## src/rtl/subtrator_serial_4b_if.sv

```systemverilog
// Handshake/operand bundle for the bit-serial 4-bit subtractor.
// The ovf signal exists only when SUBTRATOR_OVERFLOW_EN is defined.
interface subtrator_serial_4b_if;
    logic       start;
    logic [3:0] a;
    logic [3:0] b;
    logic       bin;
    logic [3:0] d;
    logic       bout;
    logic       busy;
    logic       done;
`ifdef SUBTRATOR_OVERFLOW_EN
    logic       ovf;

    modport master (
        output start, a, b, bin,
        input  d, bout, busy, done, ovf
    );

    modport slave (
        input  start, a, b, bin,
        output d, bout, busy, done, ovf
    );
`else
    modport master (
        output start, a, b, bin,
        input  d, bout, busy, done
    );

    modport slave (
        input  start, a, b, bin,
        output d, bout, busy, done
    );
`endif
endinterface

```

## src/rtl/subtrator_serial_4b.sv

```systemverilog
// Bit-serial 4-bit subtractor d = a - b - bin, one bit per clock, LSB first.
// Define SUBTRATOR_OVERFLOW_EN to add the registered signed-overflow output ovf.
module subtrator_serial_4b (
    input  logic                  clk,
    input  logic                  rst_n,
    subtrator_serial_4b_if.slave  bus
);
    localparam int unsigned N_BITS = 4;

    typedef enum logic {
        IDLE  = 1'b0,
        SHIFT = 1'b1
    } state_t;

    state_t            state;
    logic [N_BITS-1:0] a_sr;
    logic [N_BITS-1:0] b_sr;
    logic [N_BITS-2:0] acc;
    logic [1:0]        count;
    logic              br;
    logic [N_BITS-1:0] d_q;
    logic              bout_q;
    logic              busy_q;
    logic              done_q;
`ifdef SUBTRATOR_OVERFLOW_EN
    logic              ovf_q;
`endif

    logic a_i;
    logic b_i;
    logic diff_i;
    logic br_next;

    // One full-subtractor cell; the current bit always sits at position 0 of the shifters.
    always_comb begin
        a_i     = a_sr[0];
        b_i     = b_sr[0];
        diff_i  = a_i ^ b_i ^ br;
        br_next = (~a_i & b_i) | (~(a_i ^ b_i) & br);
    end

    // NOTE: every register here is assigned with <= so all of them sample pre-edge values together.
    always_ff @(posedge clk or negedge rst_n) begin
        if (!rst_n) begin
            state  <= IDLE;
            a_sr   <= '0;
            b_sr   <= '0;
            acc    <= '0;
            count  <= '0;
            br     <= 1'b0;
            d_q    <= '0;
            bout_q <= 1'b0;
            busy_q <= 1'b0;
            done_q <= 1'b0;
`ifdef SUBTRATOR_OVERFLOW_EN
            ovf_q  <= 1'b0;
`endif
        end else begin
            done_q <= 1'b0;
            unique case (state)
                IDLE: begin
                    if (bus.start) begin
                        a_sr   <= bus.a;
                        b_sr   <= bus.b;
                        br     <= bus.bin;
                        count  <= '0;
                        busy_q <= 1'b1;
                        state  <= SHIFT;
                    end
                end
                SHIFT: begin
                    a_sr  <= a_sr >> 1;
                    b_sr  <= b_sr >> 1;
                    br    <= br_next;
                    count <= count + 2'd1;
                    // Shifting in at the LSB leaves bit 0 at d[3] and bit 3 at d[0].
                    acc   <= {acc[N_BITS-3:0], diff_i};
                    if (count == 2'd3) begin
                        d_q    <= {acc, diff_i};
                        bout_q <= br_next;
`ifdef SUBTRATOR_OVERFLOW_EN
                        // br is the borrow into bit 3 on this final step.
                        ovf_q  <= br ^ br_next;
`endif
                        done_q <= 1'b1;
                        busy_q <= 1'b0;
                        state  <= IDLE;
                    end
                end
                default: state <= IDLE;
            endcase
        end
    end

    assign bus.d    = d_q;
    assign bus.bout = bout_q;
    assign bus.busy = busy_q;
    assign bus.done = done_q;
`ifdef SUBTRATOR_OVERFLOW_EN
    assign bus.ovf  = ovf_q;
`endif

    // Handshake invariants: done never overlaps busy and never lasts two cycles.
    a_done_not_busy: assert property (@(posedge clk) disable iff (!rst_n) !(done_q && busy_q));
    a_done_single:   assert property (@(posedge clk) disable iff (!rst_n) done_q |=> !done_q);

endmodule

```

## src/flat_wrapper.sv

```systemverilog
// flat-port wrapper written by rule: the top's interface ports become plain ports
module subtrator_serial_4b_flat 
  (clk, rst_n, bus_start, bus_a, bus_b, bus_bin, bus_d, bus_bout, bus_busy, bus_done);
  subtrator_serial_4b_if bus_i ();
  input  logic clk;
  input  logic rst_n;
  input wire logic [$bits(bus_i.start)-1:0] bus_start;
  input wire logic [$bits(bus_i.a)-1:0] bus_a;
  input wire logic [$bits(bus_i.b)-1:0] bus_b;
  input wire logic [$bits(bus_i.bin)-1:0] bus_bin;
  output wire logic [$bits(bus_i.d)-1:0] bus_d;
  output wire logic [$bits(bus_i.bout)-1:0] bus_bout;
  output wire logic [$bits(bus_i.busy)-1:0] bus_busy;
  output wire logic [$bits(bus_i.done)-1:0] bus_done;
  assign bus_i.start = bus_start;
  assign bus_i.a = bus_a;
  assign bus_i.b = bus_b;
  assign bus_i.bin = bus_bin;
  assign bus_d = bus_i.d;
  assign bus_bout = bus_i.bout;
  assign bus_busy = bus_i.busy;
  assign bus_done = bus_i.done;
  subtrator_serial_4b u_core (.clk(clk), .rst_n(rst_n), .bus(bus_i));
endmodule
```

## config.mk

```make
export PLATFORM = sky130hd
export DESIGN_NAME = subtrator_serial_4b_flat
export DESIGN_NICKNAME = d
export VERILOG_FILES = /design/src/rtl/subtrator_serial_4b_if.sv /design/src/rtl/subtrator_serial_4b.sv /design/src/flat_wrapper.sv
export SDC_FILE = /design/constraint.sdc
export NUM_CORES = 1
export LEC_CHECK = 0
export CAP_MARGIN = 20
export CORE_MARGIN = 8
export CORE_UTILIZATION = 49
export DETAILED_ROUTE_END_ITERATION = 7
export MAX_ROUTING_LAYER = met4
export PLACE_DENSITY = 0.88
export SYNTH_ARGS = -nofsm -noshare
export SYNTH_HDL_FRONTEND = slang
export SYNTH_SLANG_ARGS = --single-unit
```

## constraint.sdc

```tcl
create_clock -name clk -period 1.9 [get_ports clk]
set_clock_uncertainty 0.15 [all_clocks]
set_input_delay 0.57 -clock clk [delete_from_list [all_inputs] [get_ports clk]]
set_output_delay 0.57 -clock clk [all_outputs]
set_load 0.02 [all_outputs]
```

==> summary.txt <==
Clock tree
  • Clock Sinks: 22
  • H-tree Lvls: 1
  • Post-CTS Setup Inserts: 0
  • Max clock buf depth: 2
  • CTS clock-pin slew for the worst setup and hold paths: 120 ps
  • Total CTS buffers: 3
  • CTS tree: built
  • Root Buffer: clkbuf_4
  • Clock latency on the worst-skew pair: 300 ps

Drt
  • DR vias/cell: 4.892
  • Vias post-DR: 587
  • First DRT Iteration DRCs: 3
  • # DRC: 0
  • DRT Pass-1 Iters: 4
  • WL final: 1.524 mm
  • DR WL/cell: 12.70 µm
  • Routed Antenna Nets: 0

Synthesis
  • Synth area leader: dfrtp_1
  • Top post-synthesis cells by area: dfrtp_1 (57%), mux2i_1 (11%), mux2_4 (7.8%)
  • Post-synth top area share: 57.22%
  • Cells after Synth: 72
  • Synthesized Nets: 86
  • #FFs+latches synth: 22
  • Ys Warns: 0
  • Synth Area per Inst: 13.36 µm²
  • Sequential fraction of the synthesis area: 57.22%
  • Synth cell types: 17
  • Mapped Area: 962.2 µm²

Timing
  • Final period utilization: 92.73%
  • Hold Vio Cnt, Final: 0
  • Slew @ Worst Pin: 531.6 ps
  • RSZ-0062 raised after global routing: no
  • Final Max Slew Viols: 0
  • Final setup viols: 0
  • Post-route setup slack: 138.2 ps
  • Worst slew margin: 64.56%
  • Fmax: 567.6 MHz
  • Fin Setup TNS: 0 ps
  • Final min period: 1762 ps

Floorplan
  • Number of I/O pins: 19
  • Die width: 60.31 µm
  • Die area: 3637 µm²
  • Rows: 16
  • Die Height: 60.31 µm
  • Initial Utilization: 50.59%
  • Core area: 1902 µm²

GRT
  • Vias in the first global route: 599
  • Global Route Usage Sum: 9.632%
  • Initial antenna violation count: 0
  • First-pass GRT wire length: 2.580 mm
  • Overflow after GRT: 0
  • Largest net degree at the start of global routing: 23

Finish
  • Most common cell after layout, fill and taps aside: dfrtp_1
  • Filler instances: 161
  • Layout cells sized above 1: 17.20%
  • Diode count: 0
  • Post-layout nets: 108
  • Commonest non-fill, non-tap cells in the layout: dfrtp_1 (22), mux2i_1 (11), clkdlybuf4s50_1 (11), dlygate4sd2_1 (7)
  • Syn-to-layout area delta: 24.32%
  • Final non-filler cell total: 120

Setup path
  • Nature of the critical path startpoint: flip-flop
  • Worst Path Arrival: 1040 ps
  • Worst Path Required: 1180 ps
  • Sequence of cells on the critical path: dlygate4sd2_1
  • Critical Path Fanout Max: 3
  • Slowest CP cell: dfrtp_1
  • Crit path buf inv count: 1
  • FF-to-FF setup slack: 440 ps
  • CP endpoint kind: output port
  • CP delay by family, top: flip-flops
  • Crit-path max cell delay: 420 ps
  • RR Startpoint: u_core.state
  • Capturing point of the worst reg2reg path: u_core.bus.d[0]
  • R2R cell count: 2
  • Crit Path Category: flip-flop to output port

Pwr
  • LEAKAGE: 0.5975 nW
  • Max VDD drop: 0.0007048 V
  • Pwr dens: 1476 nW/µm²

Hold path
  • Min-Delay Path Class: flip-flop to flip-flop
  • Hold path start: u_core.a_sr[2]
  • Worst Hold Path Cells: 2
  • Hold EP: u_core.a_sr[1]

Place
  • Gpl congestion: 0.7194
  • Dpl hpwl: 1.153 mm
  • Placed Instances: 116
  • Count of input and output buffers: 18
  • Worst slack, placed: 43.42 ps

Job
  • Max-Cap Viols: 0

Outcome
  • Outcome: finished, final reports clean
==> layer usage <==
layer | vias up | wire [µm] | part of all wire [%] | GRT usage (%)
li1 | 282 | - | - | -
met1 | 289 | 742 | 49 | 11.32
met2 | 14 | 682 | 45 | 14.94
met3 | 2 | 88 | 5.8 | 2.796
met4 | 0 | 10 | 0.66 | 4.082
met5 | - | 0 | 0 | -
==> how the worst max path moves through the flow <==
stage               cells past startpoint               to            start
global route                            1         bus_busy  u_core.bus.busy
floorplan                               3  u_core.bus.d[0]   u_core.b_sr[0]
global placement                        4   u_core.a_sr[2]        bus_start
finish                                  1         bus_busy  u_core.bus.busy
detailed placement                      4   u_core.a_sr[0]        bus_start
CTS                                     1         bus_busy  u_core.bus.busy
==> per-stage QoR <==
stage	total power, mW	instance area, µm²	hold slack, ps	util [%]
after floorplan	1.357	962.2	124.4	-
after global placement	1.558	1169	310.2	61.45
after detailed placement	1.598	1169	323.8	61.45
after CTS	1.790	1196	347.9	62.89
after global routing	1.889	1196	383.8	62.89
final	1.765	1196	336.2	62.89
==> state kept, by name, indices dropped and copies added, names as in the netlist <==
name and count:
u_core.acc 3, u_core.bus.done 1, u_core.count 2, u_core.bus.busy 1, u_core.bus.d 4, u_core.bus.bout 1
u_core.b_sr 4, u_core.a_sr 4, u_core.state 1, u_core.br 1
==> cells by family after synthesis <==
| group | after synthesis | share of synthesized area [%] |
|---|---|---|
| multiplexers | 19 | 22.76 |
| adder cells (fa/ha/maj) | 2 | 3.381 |
| flip-flops | 22 | 57.22 |
| buffers and inverters | 9 | 6.371 |
| AO/OA/AOI/OAI | 9 | 5.202 |
| AND/OR/NAND/NOR | 11 | 5.071 |
==> power breakdown <==
part	switching, mW	internal (mW)	total [mW]	leakage, nW
clock	0.132	0.117	0.248	0.0210
combinational	0.315	0.389	0.704	0.305
sequential	0.142	0.670	0.812	0.272
total	0.589	1.18	1.77	0.598
==> synthesized netlist by cell type <==
library cell  count
dfrtp_1          22
mux2i_1          11
nand2_1           6
mux2_2            3
buf_2             1
buf_8             1
a22o_1            1
ha_1              1
fa_1              1
o21ai_0           6
a21oi_1           1
nand2_4           1
mux2_4            5
buf_6             2
o22ai_1           1
nor2_1            4
inv_1             5
==> cell type report <==
class	count	area, µm²	share of cell area [%]
Clock buffer	4	36.28	3.033
Multi-Input combinational cell	41	350.3	29.29
Tap cell	27	33.78	2.824
Inverter	5	18.77	1.569
Sequential cell	22	550.5	46.02
Timing Repair Buffer	21	206.4	17.26
==> repair_timing <==
action,4_1_cts,5_1_grt
resized for setup,7,0
endpoints found under the setup margin,7,0
hold buffers,0,0
Note: power is estimated with default switching activity, not from simulation.
